==> src/rtl/krnl_axi_rd_master.sv <==
// AXI4 read master: splits a byte range into 4KB-safe bursts and streams the data out.
// Define RD_MASTER_PERF_EN to add the perf_cycles/perf_stall counters.
module krnl_axi_rd_master #(
   parameter int C_M_AXI_ADDR_WIDTH = 64,
   parameter int C_M_AXI_DATA_WIDTH = 512,
   parameter int C_MAX_BURST_LEN    = 64,
   parameter int C_MAX_OUTSTANDING  = 8,
   parameter int C_XFER_SIZE_WIDTH  = 32
) (
   input  logic                          ap_clk,
   input  logic                          ap_rst_n,
   input  logic                          ctrl_start,
   input  logic [C_M_AXI_ADDR_WIDTH-1:0] ctrl_addr_offset,
   input  logic [C_XFER_SIZE_WIDTH-1:0]  ctrl_xfer_size_in_bytes,
   output logic                          ctrl_done,
   output logic                          ctrl_err,
   output logic                          m_axi_ARVALID,
   input  logic                          m_axi_ARREADY,
   output logic [C_M_AXI_ADDR_WIDTH-1:0] m_axi_ARADDR,
   output logic [7:0]                    m_axi_ARLEN,
   output logic [2:0]                    m_axi_ARSIZE,
   output logic [1:0]                    m_axi_ARBURST,
   input  logic                          m_axi_RVALID,
   output logic                          m_axi_RREADY,
   input  logic [C_M_AXI_DATA_WIDTH-1:0] m_axi_RDATA,
   input  logic                          m_axi_RLAST,
   input  logic [1:0]                    m_axi_RRESP,
`ifdef RD_MASTER_PERF_EN
   output logic [31:0]                   perf_cycles,
   output logic [31:0]                   perf_stall,
`endif
   output logic                          m_axis_tvalid,
   input  logic                          m_axis_tready,
   output logic [C_M_AXI_DATA_WIDTH-1:0] m_axis_tdata,
   output logic                          m_axis_tlast
);

   localparam int BPB = C_M_AXI_DATA_WIDTH / 8;
   localparam int LG  = $clog2(BPB);
   localparam int AW  = C_M_AXI_ADDR_WIDTH;
   localparam int XW  = C_XFER_SIZE_WIDTH + 1;
   localparam int OW  = $clog2(C_MAX_OUTSTANDING + 1);
   localparam logic [OW-1:0] MAXO = OW'(C_MAX_OUTSTANDING);

   typedef enum logic [1:0] {
      IDLE,
      RUN,
      DRAIN,
      DONE
   } state_t;

   state_t         state_q, state_d;
   logic [AW-1:0]  addr_q;
   logic [AW-1:0]  araddr_q;
   logic [7:0]     arlen_q;
   logic           arvalid_q;
   logic           done_q;
   logic           err_q;
   logic [XW-1:0]  ar_rem_q;
   logic [XW-1:0]  total_q;
   logic [XW-1:0]  r_cnt_q;
   logic [OW-1:0]  out_q;

   logic [XW-1:0]  n_beats;
   logic [12:0]    room_bytes;
   logic [12:0]    room_beats;
   logic [8:0]     burst_len;
   logic           active;
   logic           start_acc;
   logic           issue;
   logic           ar_acc;
   logic           r_acc;
   logic           rlast_acc;
   logic           last_beat;

   assign n_beats    = ({1'b0, ctrl_xfer_size_in_bytes} + XW'(BPB - 1)) >> LG;
   assign room_bytes = 13'd4096 - {1'b0, addr_q[11:0]};
   assign room_beats = room_bytes >> LG;

   // Burst never exceeds the max length, the remaining beats or the 4KB page.
   always_comb begin
      burst_len = 9'(C_MAX_BURST_LEN);
      if (ar_rem_q < XW'(burst_len))
         burst_len = ar_rem_q[8:0];
      if (room_beats < 13'(burst_len))
         burst_len = room_beats[8:0];
   end

   assign active    = (state_q == RUN) || (state_q == DRAIN);
   assign start_acc = ctrl_start && (state_q == IDLE);
   assign issue     = (state_q == RUN) && !arvalid_q &&
                      (ar_rem_q != '0) && (out_q < MAXO);
   assign ar_acc    = arvalid_q && m_axi_ARREADY;
   assign r_acc     = m_axi_RVALID && m_axi_RREADY;
   assign rlast_acc = r_acc && m_axi_RLAST;
   assign last_beat = (r_cnt_q == total_q - XW'(1));

   assign m_axi_ARVALID = arvalid_q;
   assign m_axi_ARADDR  = araddr_q;
   assign m_axi_ARLEN   = arlen_q;
   assign m_axi_ARSIZE  = 3'(LG);
   assign m_axi_ARBURST = 2'b01;
   assign m_axi_RREADY  = m_axis_tready && active;
   assign m_axis_tvalid = m_axi_RVALID && active;
   assign m_axis_tdata  = m_axi_RDATA;
   assign m_axis_tlast  = m_axis_tvalid && last_beat;
   assign ctrl_done     = done_q;
   assign ctrl_err      = err_q;

   always_comb begin
      state_d = state_q;
      unique case (state_q)
         IDLE: begin
            if (ctrl_start)
               state_d = (n_beats == '0) ? DONE : RUN;
         end
         RUN: begin
            if (ar_acc && (ar_rem_q == '0))
               state_d = DRAIN;
         end
         DRAIN: begin
            if ((r_acc && last_beat) || (r_cnt_q == total_q))
               state_d = DONE;
         end
         DONE:    state_d = IDLE;
         default: state_d = IDLE;
      endcase
   end

   always_ff @(posedge ap_clk) begin
      if (!ap_rst_n) begin
         state_q   <= IDLE;
         addr_q    <= '0;
         araddr_q  <= '0;
         arlen_q   <= '0;
         arvalid_q <= 1'b0;
         done_q    <= 1'b0;
         err_q     <= 1'b0;
         ar_rem_q  <= '0;
         total_q   <= '0;
         r_cnt_q   <= '0;
         out_q     <= '0;
      end else begin
         state_q <= state_d;
         done_q  <= (state_q == DONE);
         if (start_acc) begin
            addr_q   <= ctrl_addr_offset;
            ar_rem_q <= n_beats;
            total_q  <= n_beats;
            r_cnt_q  <= '0;
            err_q    <= 1'b0;
            out_q    <= '0;
         end else begin
            if (issue) begin
               arvalid_q <= 1'b1;
               araddr_q  <= addr_q;
               arlen_q   <= 8'(burst_len - 9'd1);
               addr_q    <= addr_q + (AW'(burst_len) << LG);
               ar_rem_q  <= ar_rem_q - XW'(burst_len);
            end else if (ar_acc) begin
               arvalid_q <= 1'b0;
            end
            if (ar_acc && !rlast_acc)
               out_q <= out_q + OW'(1);
            else if (!ar_acc && rlast_acc)
               out_q <= out_q - OW'(1);
            if (r_acc) begin
               r_cnt_q <= r_cnt_q + XW'(1);
               if (m_axi_RRESP != 2'b00)
                  err_q <= 1'b1;
            end
         end
      end
   end

`ifdef RD_MASTER_PERF_EN
   logic [31:0] cyc_q, stall_q;

   assign perf_cycles = cyc_q;
   assign perf_stall  = stall_q;

   always_ff @(posedge ap_clk) begin
      if (!ap_rst_n) begin
         cyc_q   <= '0;
         stall_q <= '0;
      end else if (start_acc) begin
         cyc_q   <= '0;
         stall_q <= '0;
      end else begin
         if ((state_q != IDLE) && (cyc_q != '1))
            cyc_q <= cyc_q + 32'd1;
         if (m_axis_tvalid && !m_axis_tready && (stall_q != '1))
            stall_q <= stall_q + 32'd1;
      end
   end
`endif

endmodule
==> config.mk <==
export PLATFORM = sky130hd
export DESIGN_NAME = krnl_axi_rd_master
export DESIGN_NICKNAME = d
export VERILOG_FILES = /design/src/rtl/krnl_axi_rd_master.sv
export SDC_FILE = /design/constraint.sdc
export NUM_CORES = 1
export LEC_CHECK = 0
export BUFFER_PORTS_ARGS = -buffer_cell sky130_fd_sc_hd__buf_2
export CAP_MARGIN = 20
export CORE_AREA = 8 8 465 467
export CTS_BUF_LIST = sky130_fd_sc_hd__clkbuf_2
export DETAILED_ROUTE_END_ITERATION = 12
export DIE_AREA = 0 0 473 475
export GPL_TIMING_DRIVEN = 0
export PLACE_DENSITY = 0.3
export SYNTH_ARGS = -nofsm -noshare
export SYNTH_HDL_FRONTEND = slang
export SYNTH_SLANG_ARGS = --single-unit
==> constraint.sdc <==
create_clock -name ap_clk -period 5.4 [get_ports ap_clk]
set_clock_uncertainty 0.05 [all_clocks]
set_input_delay 1.08 -clock ap_clk [delete_from_list [all_inputs] [get_ports ap_clk]]
set_output_delay 1.08 -clock ap_clk [all_outputs]
set_load 0.1 [all_outputs]
==> results_dict.tcl, run 1 <==
set metrics [dict create \
    routed_wl_mm 119 \
    power_density_nw_per_um2 471 \
    cts_buffer_depth 3 \
    antenna_left 0 \
    synth_seq_cells 238 \
    critPathSlowestCell "dfxtp_4" \
    boundaryPins 1212 \
    ys_seq_area_frac 0.272 \
    synthXorXnorAreaFrac 0.0914 \
    startpoint_type "flop" \
    synthTopCellsByArea "dfxtp_1, buf_4, nand2_1" \
    synthCells 2285 \
    r2r_cells 27 \
    via_per_inst 3.17 \
    synthAdderAreaFrac 0.0223 \
    p_clk_frac 0.122 \
    drc_errors 0 \
    violations "setup timing" \
    clock_sinks 238 \
    ys_types 78 \
    ys.flop_type "dfxtp_1" \
    worstHoldPathType "in2reg" \
    pwr-share-seq 0.191 \
    multi_input_area_sq_um 9270 \
    grt_max_degree 11 \
    worst_pin_slew_ps 1050 \
    cp.arrival_ps 6470 \
    maxCapViolCount 0 \
    critical-path-top-delay-family "compound AO/OA/AOI/OAI gates" \
    p_leak_nw 12.0 \
    path_depth 27 \
    antenna_found_initial 63 \
    p_comb_frac 0.687 \
    die_w_um 473 \
    tritoncts "done" \
    yosysWarnings 0 \
    clk-insertion-delay-late_ps 1210 \
    drt_iter0_markers 820 \
    worst-path-buf-inv 9 \
    status "finished with violations" \
    rows 168 \
    path_clk_slew_ps 110 \
    vdd_drop_max_uv 197 \
    synth_area_sq_um 17500 \
    track_usage 0.0984 \
    grt_pass1_vias 19833 \
    num-nets-final 3857 \
    htreeDepth 3 \
    synthToLayoutAreaGrowth_pct 58.0 \
    ctsRootBufferMaster "clkbuf_2" \
    fp.dieH_um 475 \
    async_reset_ff_frac 0 \
    setup_slack_ps -44.7 \
    pre_cts_ws_ps -1990 \
    synth_top_area_share 0.272 \
    finalHoldViolations 0 \
    nFillCells 24167 \
    switching_power_w 0.00728 \
    core_area_sq_um 209000 \
    synth-compound-area-share 0.150 \
    critical_path_class "reg2reg" \
    hold_depth 3 \
    yosys.area_share.simple 0.203 \
    grt_pass1_wl_mm 158 \
    required_ps 6420 \
    max_slew_margin 0.298 \
    post-route-min-period_ps 5440 \
    gr-total-overflow 0 \
    dieArea_sq_um 225000 \
    switching_share 0.558 \
    hpwl_mm 102 \
    synth_top_family_by_area "buffers and inverters" \
    initial_core_util 0.0840 \
    maxSlewViolCount 0 \
    synthMuxAreaShare 0.00528 \
    rsz0062_at_grt "true" \
    avgSynthCellArea_sq_um 7.67 \
    final_util 0.133 \
    post_drt_wl_per_cell_um 19.6 \
    p_int_w 0.00577 \
    register_area_sq_um 4790 \
    fin_crit_sh 1.01 \
    critPathCaptureType "flop" \
    synth-edff-count 0 \
    cp_max_fo 5 \
    portBuffers 694 \
    fmax_mhz 184 \
    yosysTopAreaCell "dfxtp_1" \
    max_stage_delay_ps 390 \
    drive_above_1_share 0.486 \
    cp_common_cell "buf_12" \
    first_pass_iters 5 \
    vias 19237 \
    cts_made_buffers 75 \
    setup_viol 8 \
    gp_congestion 0.925 \
]
## layout make-up
type	instances	area share
Buffer	616	0.157
Multi-Input combinational cell	1386	0.335
Antenna cell	14	0.00127
Inverter	45	0.00610
Tap cell	2805	0.127
Clock inverter	18	0.00538
Sequential cell	238	0.173
Clock buffer	100	0.0181
Timing Repair Buffer	849	0.177
## power groups by stage
stage	registers (W)	logic [W]	clock network, W
2_1_floorplan	0.00287	0.00493	0
3_3_place_gp	0.00248	0.00746	0
3_5_place_dp	0.00248	0.00744	0
4_1_cts	0.00248	0.00864	0.00171
5_1_grt	0.00255	0.00960	0.00178
6_report	0.00249	0.00897	0.00159
## worst register-to-register path, cell delays in order (launching register included)
cell and delay [ps]:
dfxtp_4 390, buf_6 130, nor4_4 320, buf_4 210, nand4_1 200, xnor2_2 260, inv_2 80, ha_4 280
nand4_1 210, nor2_4 230, buf_6 130, a31oi_4 120, buf_6 170, and3_4 170, o31a_1 320, ha_4 170
a41oi_4 180, a21oi_2 100, a311o_1 340, a21bo_4 240, a221oi_4 260, buf_12 160, buf_12 100, buf_12 130
buf_12 110, nor3b_2 40, xnor2_1 150, a21oi_1 80
## cell usage after synthesis, types with 15 or more instances
cell type and count:
nand3_1 59, a21oi_1 112, nor3_1 49, o21ai_0 116, xnor2_1 87, and2_1 23
inv_1 45, or3_1 18, nand4_1 42, xor2_1 94, buf_4 518, and3_1 37
a21boi_0 77, nor4_1 36, nor2_1 157, ha_1 28, and4_1 15, clkbuf_1 92
a31oi_1 17, dfxtp_1 238, nand2_1 256
## per-stage QoR
stage	setup TNS [ps]	instance area (sq um)	power, W	instances	hold WS, ps
floorplan	0	17600	0.00780	2292	403
global placement	-132080	24600	0.00994	5791	401
detailed placement	-127550	24600	0.00992	5795	399
CTS	-300	27100	0.0128	6034	6.18
global route	-5340	27700	0.0139	6065	77.9
finish	-136	27700	0.0130	6071	192
## cell usage in the layout (no fill, tap or decap), types with 8 or more instances in the layout
master / instances
buf_12: 9
dfxtp_1: 225
and2_1: 19
ha_1: 19
clkbuf_1: 84
nor3_1: 31
a21boi_0: 76
dlygate4sd3_1: 46
and4_1: 15
nor2_1: 148
diode_2: 14
or3_1: 16
a31oi_1: 12
buf_6: 13
nor3_4: 12
buf_4: 607
o211a_1: 10
nor2b_1: 10
xor2_1: 93
nand3_1: 56
a21oi_1: 108
xnor2_1: 84
nand2_1: 251
clkbuf_2: 101
nand4_1: 42
nor4_2: 8
and3_1: 34
nor4_1: 19
nor4_4: 10
o22ai_1: 8
o21ai_0: 110
buf_2: 693
conb_1: 9
dfxtp_2: 10
inv_1: 38
inv_2: 8
clkinv_1: 12
## what timing repair did
item	4_1_cts	5_1_grt
pin swaps	57	50
gates cloned	1	0
hold endpoints to repair	46	0
setup endpoints to repair	92	77
hold buffers	46	0
resized for setup	146	79
buffers inserted	78	30
## logic make-up (layout without fill, tap and decap cells)
group	after synthesis	count (layout)
other cells	2	23
mux	9	9
compound gates	415	415
simple gates	740	740
fa+ha+maj	31	31
buf+inv	668	1628
xor+xnor	182	182
flops	238	238
## sequential cells by signal, indices dropped and copies added, names as in the netlist
signal	cells
m_axi_ARVALID	1
m_axi_ARADDR	64
out_q	4
state_q	2
ctrl_err	1
r_cnt_q	33
ctrl_done	1
ar_rem_q	33
m_axi_ARLEN	8
addr_q	64
total_q	27
## path summary, 6_finish.rpt
check | startpoint | to | slack (ps)
min reg2reg | ctrl_err | ctrl_err | 400
min | ctrl_addr_offset[54] | addr_q[54] | 190
max reg2reg | addr_q[5] | addr_q[44] | -40
max | addr_q[5] | addr_q[44] | -40
## metal layers
layer	GRT usage	part of all wire	up-vias
met3	0.0377	0.091	211
met5	0	0.0017	-
met1	0.108	0.38	8884
met4	0.0220	0.022	30
met2	0.180	0.50	967
li1	-	-	9145
(Power assumes the default switching activity.)
==> inputs of run 2 (changes only) <==
--- a/constraint.sdc
+++ b/constraint.sdc
@@ -3,3 +3,3 @@
 set_input_delay 1.08 -clock ap_clk [delete_from_list [all_inputs] [get_ports ap_clk]]
 set_output_delay 1.08 -clock ap_clk [all_outputs]
-set_load 0.1 [all_outputs]
+set_load 0.005 [all_outputs]
==> run 2 against run 1 <==
Effect of this change:
- wire length about the same
- power decreased by 16%
- highest routed layer unchanged
- the flow still finishes with violations (setup timing)
- combinational power fell by 23%
- clock power about the same
- sequential share of layout area hardly changed
- global-route usage about the same
- die area unchanged
- sequential cell count unchanged
==> results_dict.tcl, run 2 (synthesized netlist as in run 1, its figures left out) <==
set metrics [dict create \
    dieArea_sq_um 225000 \
    fp.dieH_um 475 \
    setup_slack_ps -38.5 \
    post_drt_wl_per_cell_um 19.6 \
    p_leak_nw 11.9 \
    drive_above_1_share 0.483 \
    dr_wl_met3_mm 11.0 \
    grt_max_degree 11 \
    vias 19231 \
    cp_max_fo 5 \
    critPathCaptureType "flop" \
    finalHoldViolations 0 \
    tritoncts "done" \
    via_per_inst 3.17 \
    core_area_sq_um 209000 \
    first_pass_iters 7 \
    register_area_sq_um 4780 \
    post-route-min-period_ps 5440 \
    worstHoldPathType "in2reg" \
    synthToLayoutAreaGrowth_pct 57.6 \
    status "finished with violations" \
    drc_errors 0 \
    drt_iter0_markers 816 \
    clk-insertion-delay-late_ps 1200 \
    nFillCells 24174 \
    path_clk_slew_ps 110 \
    final_cell_mix "buf_2, buf_4, nand2_1" \
    grt_pass1_wl_mm 158 \
    p_clk_frac 0.145 \
    die_w_um 473 \
    track_usage 0.0984 \
    multi_input_area_sq_um 9250 \
    pwr-share-seq 0.226 \
    total_power_w 0.0110 \
    ctsRootBufferMaster "clkbuf_2" \
    violations "setup timing" \
    max_slew_margin 0.307 \
    portBuffers 694 \
    instances_no_fill 6068 \
    fin_crit_sh 1.01 \
    dr_wl_met2_mm 59.8 \
    cts_made_buffers 75 \
    maxSlewViolCount 0 \
    vdd_drop_max_uv 198 \
    num-nets-final 3854 \
    clock_sinks 238 \
    startpoint_type "flop" \
    rsz0062_at_grt "true" \
    switching_power_w 0.00523 \
    p_int_w 0.00574 \
    routed_wl_mm 119 \
    cp.arrival_ps 6460 \
    critical_path_class "reg2reg" \
    gp_congestion 0.925 \
    drt-met1-wl_mm 45.2 \
    antenna_found_initial 63 \
    required_ps 6420 \
    maxCapViolCount 0 \
    power_density_nw_per_um2 397 \
    layout.cells.most_common "buf_2" \
    p_comb_frac 0.629 \
    hpwl_mm 102 \
    switching_share 0.477 \
    grt_pass1_vias 19815 \
    gr-total-overflow 0 \
    rows 168 \
    worst_pin_slew_ps 1040 \
    dpl.cell_count 5795 \
    initial_core_util 0.0840 \
    cts_buffer_depth 3 \
    antenna_left 0 \
    fmax_mhz 184 \
    htreeDepth 3 \
    dr.max_layer_used "met5" \
    setup_viol 5 \
    boundaryPins 1212 \
]
-- run 2: cell count changes in the layout (fill, tap and decap cells not counted), sizes merged --
cell	delta
buf	-3
-- run 2: power groups by stage --
stage	logic (W)	registers, W	clock network (W)
6_report	0.00690	0.00249	0.00159
5_1_grt	0.00754	0.00254	0.00178
4_1_cts	0.00658	0.00248	0.00171
3_5_place_dp	0.00541	0.00248	0
3_3_place_gp	0.00543	0.00248	0
2_1_floorplan	0.00338	0.00236	0
-- run 2: path summary, 6_finish.rpt --
| path | start | endpoint | slack (ps) | depth (start not counted) |
|---|---|---|---|---|
| min reg2reg | ctrl_err | ctrl_err | 400 | 2 |
| max | addr_q[5] | addr_q[44] | -40 | 27 |
| max reg2reg | addr_q[5] | addr_q[44] | -40 | 27 |
| min | ctrl_addr_offset[62] | addr_q[62] | 190 | 3 |
-- run 2: final cells by class --
type	instances	area share
multi-input cells	1386	0.335
repair buffers	846	0.177
flip-flops and latches	238	0.173
plain buffers	616	0.158
well taps	2805	0.127
clock buffers	100	0.0181
inverters	45	0.00612
clock inverters	18	0.00539
diodes	14	0.00127
-- run 2: metal layers --
layer	vias to the layer above	track usage
li1	9138	-
met1	8863	0.108
met2	992	0.180
met3	208	0.0388
met4	30	0.0204
met5	-	0
-- run 2: repair_timing --
| action | in CTS | in global routing |
|---|---|---|
| setup endpoints to repair | 92 | 77 |
| endpoints found under the hold margin | 46 | 0 |
| hold buffers | 46 | 0 |
| gates cloned | 1 | 0 |
| pin swaps | 54 | 50 |
| setup buffers | 76 | 29 |
| gates resized for setup | 134 | 76 |
-- run 2: critical path, cell delays in order, from the launching register on --
cell      delay, ps
dfxtp_4         390
buf_6           130
nor4_4          320
buf_4           210
nand4_1         210
xnor2_2         260
inv_2            80
ha_4            270
nand4_1         200
nor2_4          220
buf_6           130
a31oi_4         120
buf_6           170
and3_4          170
o31a_1          320
ha_4            170
a41oi_4         180
a21oi_2         100
a311o_1         330
a21bo_4         240
a221oi_4        250
buf_12          160
buf_12          100
buf_12          130
buf_12          110
nor3b_2          40
xnor2_1         160
a21oi_1          80
-- run 2: stage by stage --
stage | setup TNS (ps) | hold WS (ps) | util | worst slack, ps | instance area (sq um)
after CTS | -300 | 6.18 | 0.130 | -61.8 | 27100
after global routing | -5340 | 72.0 | 0.132 | -217 | 27600
after floorplan | 0 | 392 | - | 11.2 | 17600
final | -74.1 | 194 | 0.132 | -38.5 | 27600
after global placement | -131770 | 401 | 0.118 | -2110 | 24600
after detailed placement | -127550 | 399 | 0.118 | -1990 | 24600
